**src/rtl/prog_loader.sv**
```systemverilog
// rtl/prog_loader.sv - byte-stream program loader writing 24-bit instruction words into program memory
//
// Receives a length byte followed by opcode/arg_a/arg_b byte triplets over a
// valid/ready byte stream, checks each opcode, and writes one 24-bit word per
// triplet into program memory while holding the CPU core stalled.
//
// Ports:
//   clk, rst      : clock, synchronous active-high reset
//   start         : single-cycle pulse that begins a load session
//   byte_valid    : source presents byte_data this cycle
//   byte_data     : stream byte
//   byte_ready    : loader accepts a byte this cycle
//   mem_w_enable  : program-memory write strobe, one cycle per word
//   mem_w_addr    : program-memory write address (0 when not writing)
//   mem_w_data    : {opcode, arg_a, arg_b} (0 when not writing)
//   cpu_hold      : keeps the CPU core stalled
//   busy          : session in progress
//   done          : last session completed without error (level)
//   error         : last session aborted on an illegal opcode (level)
//   word_count    : words written in the current or last session
module prog_loader #(
    parameter int ADDR_W = 8
) (
    input  logic              clk,
    input  logic              rst,
    input  logic              start,
    input  logic              byte_valid,
    input  logic [7:0]        byte_data,
    output logic              byte_ready,
    output logic              mem_w_enable,
    output logic [ADDR_W-1:0] mem_w_addr,
    output logic [23:0]       mem_w_data,
    output logic              cpu_hold,
    output logic              busy,
    output logic              done,
    output logic              error,
    output logic [ADDR_W:0]   word_count
);

    // Instruction set opcodes
    localparam logic [7:0] OP_NOP = 8'h00;
    localparam logic [7:0] OP_LD  = 8'h01;
    localparam logic [7:0] OP_LDR = 8'h02;
    localparam logic [7:0] OP_ADD = 8'h03;
    localparam logic [7:0] OP_SUB = 8'h04;
    localparam logic [7:0] OP_INC = 8'h05;
    localparam logic [7:0] OP_DEC = 8'h06;

    // A length byte of 0 means a full memory; bytes above the memory size
    // (only possible when ADDR_W < 8) saturate to a full memory.
    localparam int unsigned     FULL_INT   = 32'd1 << ADDR_W;
    localparam logic [ADDR_W:0] FULL_COUNT = (ADDR_W+1)'(FULL_INT);

    typedef enum logic [2:0] {
        S_IDLE,
        S_LEN,
        S_OPC,
        S_ARGA,
        S_ARGB,
        S_WRITE,
        S_DONE,
        S_ERR
    } state_t;

    state_t state;
    state_t state_next;

    logic [ADDR_W:0]   target;
    logic [ADDR_W-1:0] addr;
    logic [7:0]        opcode;
    logic [7:0]        arg_a;
    logic [7:0]        arg_b;

    logic              rx_state;
    logic              xfer;
    logic              opc_legal;
    logic [ADDR_W:0]   len_target;
    logic [ADDR_W:0]   count_inc;

    assign rx_state   = (state == S_LEN) || (state == S_OPC) ||
                        (state == S_ARGA) || (state == S_ARGB);
    assign byte_ready = rx_state;
    assign xfer       = byte_valid && rx_state;
    assign count_inc  = word_count + (ADDR_W+1)'(1);

    always_comb begin
        opc_legal = 1'b0;
        case (byte_data)
            OP_NOP, OP_LD, OP_LDR, OP_ADD, OP_SUB, OP_INC, OP_DEC: opc_legal = 1'b1;
            default: opc_legal = 1'b0;
        endcase
    end

    always_comb begin
        len_target = (ADDR_W+1)'(byte_data);
        if ((byte_data == 8'd0) || (32'(byte_data) > FULL_INT)) begin
            len_target = FULL_COUNT;
        end
    end

    // Next-state and output decode
    always_comb begin
        state_next   = state;
        busy         = 1'b0;
        cpu_hold     = 1'b0;
        done         = 1'b0;
        error        = 1'b0;
        mem_w_enable = 1'b0;
        mem_w_addr   = '0;
        mem_w_data   = '0;

        case (state)
            S_IDLE: begin
                if (start) state_next = S_LEN;
            end
            S_DONE: begin
                done = 1'b1;
                if (start) state_next = S_LEN;
            end
            S_ERR: begin
                error    = 1'b1;
                cpu_hold = 1'b1;
                if (start) state_next = S_LEN;
            end
            S_LEN: begin
                busy     = 1'b1;
                cpu_hold = 1'b1;
                if (xfer) state_next = S_OPC;
            end
            S_OPC: begin
                busy     = 1'b1;
                cpu_hold = 1'b1;
                if (xfer) state_next = opc_legal ? S_ARGA : S_ERR;
            end
            S_ARGA: begin
                busy     = 1'b1;
                cpu_hold = 1'b1;
                if (xfer) state_next = S_ARGB;
            end
            S_ARGB: begin
                busy     = 1'b1;
                cpu_hold = 1'b1;
                if (xfer) state_next = S_WRITE;
            end
            S_WRITE: begin
                busy         = 1'b1;
                cpu_hold     = 1'b1;
                mem_w_enable = 1'b1;
                mem_w_addr   = addr;
                mem_w_data   = {opcode, arg_a, arg_b};
                state_next   = (count_inc == target) ? S_DONE : S_OPC;
            end
            default: state_next = S_IDLE;
        endcase
    end

    // State register plus the session datapath. Reset also drops any
    // partially received word, so no write can follow it.
    always_ff @(posedge clk) begin
        if (rst) begin
            state      <= S_IDLE;
            target     <= '0;
            addr       <= '0;
            word_count <= '0;
            opcode     <= '0;
            arg_a      <= '0;
            arg_b      <= '0;
        end else begin
            state <= state_next;
            case (state)
                S_IDLE, S_DONE, S_ERR: begin
                    if (start) begin
                        word_count <= '0;
                        addr       <= '0;
                    end
                end
                S_LEN: begin
                    if (xfer) target <= len_target;
                end
                S_OPC: begin
                    if (xfer && opc_legal) opcode <= byte_data;
                end
                S_ARGA: begin
                    if (xfer) arg_a <= byte_data;
                end
                S_ARGB: begin
                    if (xfer) arg_b <= byte_data;
                end
                S_WRITE: begin
                    // Address wraps naturally at 2^ADDR_W
                    addr       <= addr + ADDR_W'(1);
                    word_count <= count_inc;
                end
                default: ;
            endcase
        end
    end

endmodule

```
**config.mk**
```make
export PLATFORM = sky130hd
export DESIGN_NAME = prog_loader
export DESIGN_NICKNAME = d
export VERILOG_FILES = /design/src/rtl/prog_loader.sv
export SDC_FILE = /design/constraint.sdc
export NUM_CORES = 1
export LEC_CHECK = 0
export BUFFER_PORTS_ARGS = -buffer_cell sky130_fd_sc_hd__buf_2
export CORE_ASPECT_RATIO = 1.75
export CORE_MARGIN = 2
export CORE_UTILIZATION = 46
export DETAILED_ROUTE_END_ITERATION = 16
export PLACE_DENSITY = 0.74
export SYNTH_ARGS = -nofsm -noshare
export SYNTH_HDL_FRONTEND = slang
export SYNTH_SLANG_ARGS = --single-unit
export TNS_END_PERCENT = 50
```
**constraint.sdc**
```tcl
create_clock -name clk -period 4.6 [get_ports clk]
set_input_delay 0 -clock clk [delete_from_list [all_inputs] [get_ports clk]]
set_output_delay 0 -clock clk [all_outputs]
set_load 0.05 [all_outputs]
```
==> impl_results.md, run 1 <==
- Status: finished clean
- Initial Utilization: 0.478
- Die area: 6450 um^2
- Pleak: 0.00128 uW
- HPWL after DPL: 4.28 mm
- RSZ-0062 raised after global routing: no
- Worst R2R Start: state[1]$_SDFFE_PP0P_
- Critical Path Sink: word_count[7]$_SDFFE_PP0P_
- CTS H-tree depth: 2
- Die X: 61.6 um
- First-pass GRT wire length: 10.7 mm
- Vias in the first global route: 2,328
- Final ANT Viol Nets: 0
- Post-cts resize count: 0
- DP Worst Slack: 1870 ps
- Syn avg cell area: 7.85 um^2
- # DRC: 0
- DR vias: 2,523
- R2R depth: 6
- Clock-pin transition on the worst setup and hold timing paths: 90 ps
- Synth Warn #: 0
- I/O pin count: 59
- Drt pass-1 iters: 4
- CTS tree: yes
- Clock skew: 8.15 ps
- DR vias/cell: 5.36
- FFs w/ async S/R, synth: 0
- Later-pin clock latency in the skew report: 320 ps
- IO Port Bufs: 58
- Worst Max-Slew Pin Slew: 1150 ps
- Crit start category: flop
- CTS Hold Bufs: 8
- Core footprint: 5590 um^2
- Setup_tns: 0 ps
- Final worst-path cycle share: 0.613
- PnR worst setup slack: 1780 ps
- Yosys reg bits: 53
- Num CTS Buffers: 5
- Post-route minimum period: 2820 ps
- Top_reg_cell synth: dfxtp_1
- Post-CTS Setup Inserts: 0
- Hold Fails Final Rpt: 0
- CP required: 4840 ps
- Crit. Startpoint: state[1]$_SDFFE_PP0P_
- P per Cell Area: 261 nW/um^2
- Net Count, Synth: 354
- Max-Cap Viols: 0
- Largest net degree at the start of global routing: 52
- Total Wirelength: 6.31 mm
- Area growth syn-to-layout: 17.8%
- Clock sink count: 53
- Synthesized cell area: 2670 um^2
- Fill cells: 566
- Root Buffer: clkbuf_8
- Fin. max-slew vios: 0
- Share of layout cells above drive strength 1: 0.190
- Max Clk Rate: 355 MHz
- WL/cell: 13.4 um
- Gr usage total: 0.211
- Worst VDD drop: 0.205 mV
- Drt initial violations: 116
- Setup-failing EPs final: 0
- Setup crit end kind: flop
- Min-Delay Path Class: input pin to flop
- Post-synthesis sequential area ratio: 0.398
- Cells after synthesis: 340
- Post-synth EDFFs: 0
- Row cnt: 36
- GPL Wtd Cong: 0.890
- CTS Buffer Depth: 2
- Critical R2R Capture: word_count[7]$_SDFFE_PP0P_
- Slew headroom: 0.233
- Fin nets: 408
- Setup CP Type: flop to flop
- Grt ovf: 0
- Initial antenna violation count: 0
- CP max FO: 17
- CP Data Arrival Time: 3060 ps
- Antenna Cells: 0
- Die height: 105 um
- FF-to-FF setup slack: 1780 ps
- Yosys cell types: 41
## kinds of logic (layout without fill, tap and decap cells)
| logic type | after synthesis | count (layout) | share of synthesized area |
|---|---|---|---|
| fa+ha+maj | 2 | 2 | 0.00937 |
| xor+xnor | 14 | 14 | 0.0459 |
| simple gates | 165 | 165 | 0.318 |
| flops | 53 | 53 | 0.398 |
| mux | 12 | 12 | 0.0455 |
| buf+inv | 26 | 81 | 0.0394 |
| compound gates | 68 | 68 | 0.144 |
## synth_stat cells, types with 2 or more instances
library cell	n	area [um^2]
a21oi_1	36	180
a22oi_1	3	22.5
a31oi_1	2	12.5
and2_1	34	213
and2_2	5	37.5
and3_1	4	25.0
clkbuf_1	19	71.3
dfxtp_1	53	1060
ha_1	2	25.0
inv_1	5	18.8
mux2i_1	11	110
nand2_1	42	158
nand3_1	10	50.1
nand3b_1	8	60.1
nand4_1	4	25.0
nor2_1	44	165
nor3_1	2	10.0
o21a_1	2	15.0
o21ai_0	16	80.1
o22ai_1	2	12.5
or3_1	3	18.8
or4_4	2	22.5
xnor2_1	11	96.3
xor2_1	3	26.3
## where the power goes
part           leakage (uW)  switching, uW  internal, uW  total [uW]
registers          0.000428           7.31           464         471
clock network     0.0000385            158           108         266
logic              0.000813           57.1          26.6        83.7
total               0.00128            222           599         821
## area by class of cell
| class | instances | area, um^2 | share of cell area |
|---|---|---|---|
| multi-input cells | 261 | 1500 | 0.478 |
| flip-flops and latches | 53 | 1060 | 0.338 |
| clock buffers | 7 | 76.3 | 0.0243 |
| inverters | 6 | 22.5 | 0.00717 |
| well taps | 76 | 95.1 | 0.0303 |
| repair buffers | 67 | 378 | 0.120 |
| clock inverters | 1 | 7.51 | 0.00239 |
## worst min-delay path by stage
stage	start	endpoint	cells past startpoint
after floorplan	byte_data[0]	arg_a[0]$_SDFFE_PP0P_	2
after global placement	byte_data[4]	target[4]$_SDFFE_PP0P_	3
after detailed placement	byte_data[7]	target[7]$_SDFFE_PP0P_	3
after CTS	start	state[1]$_SDFFE_PP0P_	4
after global routing	start	state[1]$_SDFFE_PP0P_	4
final	start	state[1]$_SDFFE_PP0P_	4
## routing by layer
layer  GRT usage  wire (um)
met3      0.0359        235
met2       0.344       3320
met1       0.262       2600
met5           0          0
met4      0.0912        159
## critical path, stage by stage, from the launching register on
cell and delay (ps):
dfxtp_1 470, clkinv_1 300, nand3_1 550, inv_1 120
a21oi_1 900, o21ai_0 240, a21oi_1 170
## registers in the layout (all words and copies together) (netlist names)
register and count:
addr 8, arg_a 8, arg_b 8, opcode 8
state 3, target 9, word_count 9
## cells in the final DEF, fill, tap and decap left out, types with 5 or more instances in the layout
master and count:
buf_2 58, dfxtp_1 53, nor2_1 44, nand2_1 42
a21oi_1 36, and2_1 34, o21ai_0 16, xnor2_1 11
mux2i_1 11, nand3_1 10, nand3b_1 8, dlygate4sd3_1 8
inv_1 5, and2_2 5, clkbuf_8 5
## through the flow
stage / cell area [um^2] / std cells / utilization / power (uW) / hold slack, ps
6_report: 3140 / 471 / 0.563 / 821 / 88.6
5_1_grt: 3140 / 471 / 0.563 / 852 / 114
4_1_cts: 3140 / 471 / 0.563 / 824 / 88.8
3_5_place_dp: 2980 / 455 / 0.533 / 560 / 291
3_3_place_gp: 2980 / 455 / 0.533 / 558 / 281
2_1_floorplan: 2670 / 340 / - / 537 / 136
Note: power is estimated with default switching activity, not from simulation.
==> inputs of run 2 (changes only) <==
==> constraint.sdc (replaced) <==
create_clock -name clk -period 2.69 [get_ports clk]
set_input_delay 0 -clock clk [delete_from_list [all_inputs] [get_ports clk]]
set_output_delay 0 -clock clk [all_outputs]
set_load 0.05 [all_outputs]
==> impl_results.md, run 2 (same netlist as run 1, synthesis figures left out) <==
- DR vias: 2,510 (was 2,523)
- Row cnt: 36 (unchanged)
- CP Data Arrival Time: 2520 ps (was 3060 ps)
- Setup crit end kind: flop (unchanged)
- Commonest cells after routing, fill and taps aside: buf_2 (58), dfxtp_1 (53), nor2_1 (44) (unchanged)
- Vias in the first global route: 2,433 (was 2,328)
- Worst VDD drop: 0.389 mV (was 0.205 mV)
- Core footprint: 5590 um^2 (unchanged)
- GPL Wtd Cong: 0.834 (was 0.890)
- DR vias/cell: 5.30 (was 5.36)
- Final cell count without fillers: 474 (was 471)
- Hold Fails Final Rpt: 0 (unchanged)
- # DRC: 0 (unchanged)
- Worst-path cell chain: dlygate4sd3_1, buf_2, or4_4, or4_4, nor4b_4, nor2_1, and2_2 (was clkinv_1, nand3_1, inv_1, a21oi_1, o21ai_0, a21oi_1)
- Antenna Cells: 0 (unchanged)
- Share of layout cells above drive strength 1: 0.201 (was 0.190)
- Max Clk Rate: 434 MHz
- CTS H-tree depth: 2 (unchanged)
- Die area: 6450 um^2 (unchanged)
- Worst path most repeated cell: or4_4 (was a21oi_1)
- CP max stage cell: dlygate4sd3_1 (was a21oi_1)
- First-pass GRT wire length: 11.1 mm (was 10.7 mm)
- Most common cell after layout, fill and taps aside: buf_2 (unchanged)
- Clock-pin transition on the worst setup and hold timing paths: 110 ps (was 90 ps)
- Largest registers: target x9, word_count x9 (unchanged)
- Flop pwr share: 0.523 (was 0.574)
- P per Cell Area: 479 nW/um^2 (was 261 nW/um^2)
- Worst Max-Slew Pin Slew: 579 ps (was 1150 ps)
- HPWL after DPL: 4.63 mm (was 4.28 mm)
- Switching fraction of total power: 0.253 (was 0.271)
- Total Wirelength: 6.49 mm (was 6.31 mm)
- Setup_tns: 0 ps (unchanged)
- I/O pin count: 59 (unchanged)
- Min-Delay Path Class: input pin to flop (unchanged)
- Die height: 105 um (unchanged)
- Clock skew: 11.6 ps (was 8.15 ps)
- Setup-failing EPs final: 0 (unchanged)
- IO Port Bufs: 58 (unchanged)
- CP max FO: 5 (was 17)
- Crit start category: input pin (was flop)
- Drt pass-1 iters: 4 (unchanged)
- CP required: 2900 ps (was 4840 ps)
- Post-route minimum period: 2300 ps
- CTS tree: yes (unchanged)
- Clk network pwr share: 0.382 (was 0.324)
- Slew headroom: 0.613 (was 0.233)
- WL/cell: 13.7 um (was 13.4 um)
- Max stage delay on crit path: 530 ps (was 900 ps)
- Multi-input gate area: 1500 um^2 (unchanged)
- Die X: 61.6 um (unchanged)
- Largest net degree at the start of global routing: 38 (was 52)
- Combinational share of power: 0.095 (was 0.102)
- Pint: 1150 uW (was 599 uW)
- Gr usage total: 0.218 (was 0.211)
- RSZ-0062 raised after global routing: no (unchanged)
- Status: finished clean (unchanged)
- Num CTS Buffers: 5 (unchanged)
- Max-Cap Viols: 0 (unchanged)
- Initial Utilization: 0.478 (unchanged)
- Clock sink count: 53 (unchanged)
- Drt initial violations: 84 (was 116)
- CTS Buffer Depth: 2 (unchanged)
- Dpl cells: 458 (was 455)
- Fill cells: 554 (was 566)
- Final worst-path cycle share: 0.857
- Final ANT Viol Nets: 0 (unchanged)
- Setup CP Type: input pin to flop (was flop to flop)
- Psw: 391 uW (was 222 uW)
- Grt ovf: 0 (unchanged)
- Register area: 1060 um^2 (unchanged)
- Fin nets: 411 (was 408)
- Pleak: 0.00132 uW (was 0.00128 uW)
- Initial antenna violation count: 0 (unchanged)
- Later-pin clock latency in the skew report: 320 ps (about the same)
- Root Buffer: clkbuf_8 (unchanged)
- Fin. max-slew vios: 0 (unchanged)
- Area growth syn-to-layout: 20.6% (was 17.8%)
==> run 2: worst max-delay path: cells and delay by family <==
| kind | cells | cell delay [ps] |
|---|---|---|
| buffers and inverters | 2 | 670 |
| AND/OR/NAND/NOR | 5 | 1840 |
==> run 2: what timing repair did <==
action / 4_1_cts / 5_1_grt
endpoints found under the hold margin: 20 / 0
resized for setup: 0 / 0
setup buffers: 0 / 0
hold buffers: 8 / 0
==> run 2: final timing paths <==
path         slack, ps                  start                     end  cells after the start
min reg2reg        460  arg_a[1]$_SDFFE_PP0P_   arg_a[1]$_SDFFE_PP0P_                      2
max                390           byte_data[4]  opcode[4]$_SDFFE_PP0P_                      7
max reg2reg        720  state[2]$_SDFFE_PP0P_   state[2]$_SDFFE_PP0P_                      6
min                 50                    rst    addr[0]$_SDFFE_PP0P_                      2
==> run 2: power groups by stage <==
| stage | combinational [uW] | sequential (uW) | clock (uW) |
|---|---|---|---|
| 4_1_cts | 146 | 806 | 599 |
| 6_report | 147 | 806 | 590 |
| 3_5_place_dp | 137 | 824 | 0 |
| 5_1_grt | 161 | 808 | 634 |
| 2_1_floorplan | 102 | 817 | 0 |
| 3_3_place_gp | 136 | 823 | 0 |
==> run 2: routing by layer <==
metal  share of wire  global-route usage
met1            0.42               0.272
met2            0.54               0.360
met3           0.030              0.0334
met4           0.018              0.0881
met5               0                   0
==> run 2: per-stage QoR <==
step / instance area, um^2 / utilization / power [uW] / hold slack (ps) / setup slack, ps
after detailed placement: 3010 / 0.540 / 961 / 283 / 595
final: 3220 / 0.576 / 1540 / 54.8 / 386
after floorplan: 2670 / - / 918 / 136 / 618
after global placement: 3010 / 0.540 / 959 / 278 / 640
after global routing: 3220 / 0.576 / 1600 / 65.0 / 317
after CTS: 3220 / 0.576 / 1550 / 51.4 / 389
==> run 2: area by class of cell <==
class                   count  share of cell area
clock buffers               6              0.0257
clock inverters             2              0.0128
inverters                   6             0.00700
multi-input cells         261               0.467
flip-flops and latches     53               0.330
well taps                  76              0.0295
repair buffers             70               0.128
==> inputs of run 3 (changes only) <==
--- a/config.mk
+++ b/config.mk
@@ -10,7 +10,7 @@
 export CORE_MARGIN = 2
 export CORE_UTILIZATION = 46
 export DETAILED_ROUTE_END_ITERATION = 16
-export PLACE_DENSITY = 0.74
+export PLACE_DENSITY = 0.77
 export SYNTH_ARGS = -nofsm -noshare
 export SYNTH_HDL_FRONTEND = slang
 export SYNTH_SLANG_ARGS = --single-unit
==> constraint.sdc (replaced) <==
create_clock -name clk -period 2.1 [get_ports clk]
set_input_delay 0 -clock clk [delete_from_list [all_inputs] [get_ports clk]]
set_output_delay 0 -clock clk [all_outputs]
set_load 0.05 [all_outputs]
==> impl_results.md, run 3 (same netlist as run 1, synthesis figures left out) <==
- Total Wirelength: 6.35 mm (was 6.49 mm)
- Hold Fails Final Rpt: 0 (unchanged)
- Antenna Cells: 0 (unchanged)
- PnR worst setup slack: 134 ps (was 386 ps)
- Cell Area, Placed: 3040 um^2 (was 3010 um^2)
- Clock-pin transition on the worst setup and hold timing paths: 100 ps (was 110 ps)
- Combinational share of power: 0.105 (was 0.095)
- HPWL after DPL: 4.52 mm (was 4.63 mm)
- DR vias: 2,559 (was 2,510)
- Clock sink count: 53 (unchanged)
- DP Worst Slack: -12.5 ps (was 595 ps)
- Slew headroom: 0.553 (was 0.613)
- Critical Path Sink: opcode[4]$_SDFFE_PP0P_ (unchanged)
- Share of layout cells above drive strength 1: 0.211 (was 0.201)
- Worst Max-Slew Pin Slew: 671 ps (was 579 ps)
- Max Clk Rate: 509 MHz
- Crit start category: flop (was input pin)
- Die area: 6450 um^2 (unchanged)
- Most common cell after layout, fill and taps aside: buf_2 (unchanged)
- I/O pin count: 59 (unchanged)
- Area growth syn-to-layout: 21.1% (was 20.6%)
- Fill cells: 551 (was 554)
- Setup CP Type: flop to flop (was input pin to flop)
- CTS H-tree depth: 2 (unchanged)
- CTS Buffer Depth: 2 (unchanged)
- CTS tree: yes (unchanged)
- Initial Utilization: 0.478 (unchanged)
- Fin. max-slew vios: 0 (unchanged)
- Pint: 1440 uW (was 1150 uW)
- Largest registers: target x9, word_count x9 (unchanged)
- DR vias/cell: 5.35 (was 5.30)
- R2R depth: 5 (was 6)
- Largest net degree at the start of global routing: 49 (was 38)
- Crit. Startpoint: state[0]$_SDFFE_PP0P_ (was byte_data[4])
- Num CTS Buffers: 5 (unchanged)
- Fin util: 0.578 (was 0.576)
- Worst VDD drop: 0.491 mV (was 0.389 mV)
- IO Port Bufs: 58 (unchanged)
- Clk network pwr share: 0.362 (was 0.382)
- Setup-failing EPs final: 0 (unchanged)
- Final Cell Area: 3230 um^2 (was 3220 um^2)
- Gr usage total: 0.209 (was 0.218)
- First-pass GRT wire length: 10.5 mm (was 11.1 mm)
- Max-Cap Viols: 0 (unchanged)
- Root Buffer: clkbuf_8 (unchanged)
- Post-route minimum period: 1970 ps
- Row cnt: 36 (unchanged)
- Final worst-path cycle share: 0.936
- Clock skew: 10.3 ps (was 11.6 ps)
- Commonest cells after routing, fill and taps aside: buf_2 (58), dfxtp_1 (53), nor2_1 (44) (unchanged)
- Pleak: 0.00134 uW (was 0.00132 uW)
- Min-Delay Path Class: input pin to flop (unchanged)
- Tot Pwr: 1920 uW (was 1540 uW)
- Drt pass-1 iters: 5 (was 4)
- Psw: 486 uW (was 391 uW)
- CP Data Arrival Time: 2170 ps (was 2520 ps)
- Die X: 61.6 um (unchanged)
- Later-pin clock latency in the skew report: 310 ps (was 320 ps)
- Status: finished clean (unchanged)
- Setup crit end kind: flop (unchanged)
- Critical R2R Capture: opcode[4]$_SDFFE_PP0P_ (was state[2]$_SDFFE_PP0P_)
- FF-to-FF setup slack: 130 ps (was 720 ps)
- Fin nets: 416 (was 411)
- Grt ovf: 0 (unchanged)
- Switching fraction of total power: 0.253 (about the same)
- # DRC: 0 (unchanged)
- Drt initial violations: 100 (was 84)
- P per Cell Area: 595 nW/um^2 (was 479 nW/um^2)
- Core footprint: 5590 um^2 (unchanged)
- Initial antenna violation count: 0 (unchanged)
- Die height: 105 um (unchanged)
- Worst R2R Start: state[0]$_SDFFE_PP0P_ (was state[2]$_SDFFE_PP0P_)
- WL/cell: 13.3 um (was 13.7 um)
- Final ANT Viol Nets: 0 (unchanged)
- Vias in the first global route: 2,418 (was 2,433)
- CP required: 2310 ps (was 2900 ps)
- Flop pwr share: 0.533 (was 0.523)
- RSZ-0062 raised after global routing: no (unchanged)
- GPL Wtd Cong: 0.802 (was 0.834)
- CP max FO: 11 (was 5)
- Final Hold Slack: 77.7 ps (was 54.8 ps)
## run 3: metrics by stage
stage / setup TNS [ps] / cells
5_1_grt: 0 / 478
6_report: 0 / 478
4_1_cts: 0 / 478
3_5_place_dp: -42.8 / 463
2_1_floorplan: 0 / 340
3_3_place_gp: 0 / 463
## run 3: final cells by class
class / instances / area [um^2] / share of cell area
Clock inverter: 2 / 38.8 / 0.0120
Clock buffer: 5 / 68.8 / 0.0213
Multi-Input combinational cell: 261 / 1510 / 0.466
Inverter: 6 / 22.5 / 0.00697
Sequential cell: 53 / 1060 / 0.328
Timing Repair Buffer: 75 / 438 / 0.136
Tap cell: 76 / 95.1 / 0.0294
## run 3: critical path, cell delays in order (launching register included)
cell	delay [ps]
dfxtp_1	320
buf_4	170
or4_4	560
nor4b_4	440
nor2_1	150
and2_2	220
## run 3: metal layers
layer	vias to the layer above	wire length, um	part of all wire	track usage
met3	15	246	0.039	0.0309
met1	1201	2590	0.41	0.240
li1	1279	-	-	-
met5	-	0	0	0
met2	64	3320	0.52	0.356
met4	0	192	0.030	0.106
## run 3: power groups by stage
stage / clock, uW / combinational [uW] / sequential, uW
2_1_floorplan: 0 / 130 / 1050
3_3_place_gp: 0 / 186 / 1050
3_5_place_dp: 0 / 188 / 1050
4_1_cts: 706 / 200 / 1030
5_1_grt: 737 / 221 / 1030
6_report: 696 / 202 / 1030
## run 3: worst min path at each step
stage | slack (ps) | end | from | depth (start not counted)
floorplan | 140 | arg_a[0]$_SDFFE_PP0P_ | byte_data[0] | 2
global route | 70 | target[8]$_SDFFE_PP0P_ | byte_data[7] | 5
finish | 80 | target[8]$_SDFFE_PP0P_ | byte_data[6] | 5
global placement | 290 | arg_b[4]$_SDFFE_PP0P_ | byte_data[4] | 3
detailed placement | 300 | arg_a[6]$_SDFFE_PP0P_ | byte_data[6] | 3
CTS | 70 | target[8]$_SDFFE_PP0P_ | byte_data[5] | 5
## run 3: timing repair
action | 4_1_cts | 5_1_grt
hold buffers | 8 | 0
setup buffers | 0 | 0
endpoints found under the setup margin | 0 | 17
gates resized for setup | 0 | 1
hold endpoints to repair | 20 | 0
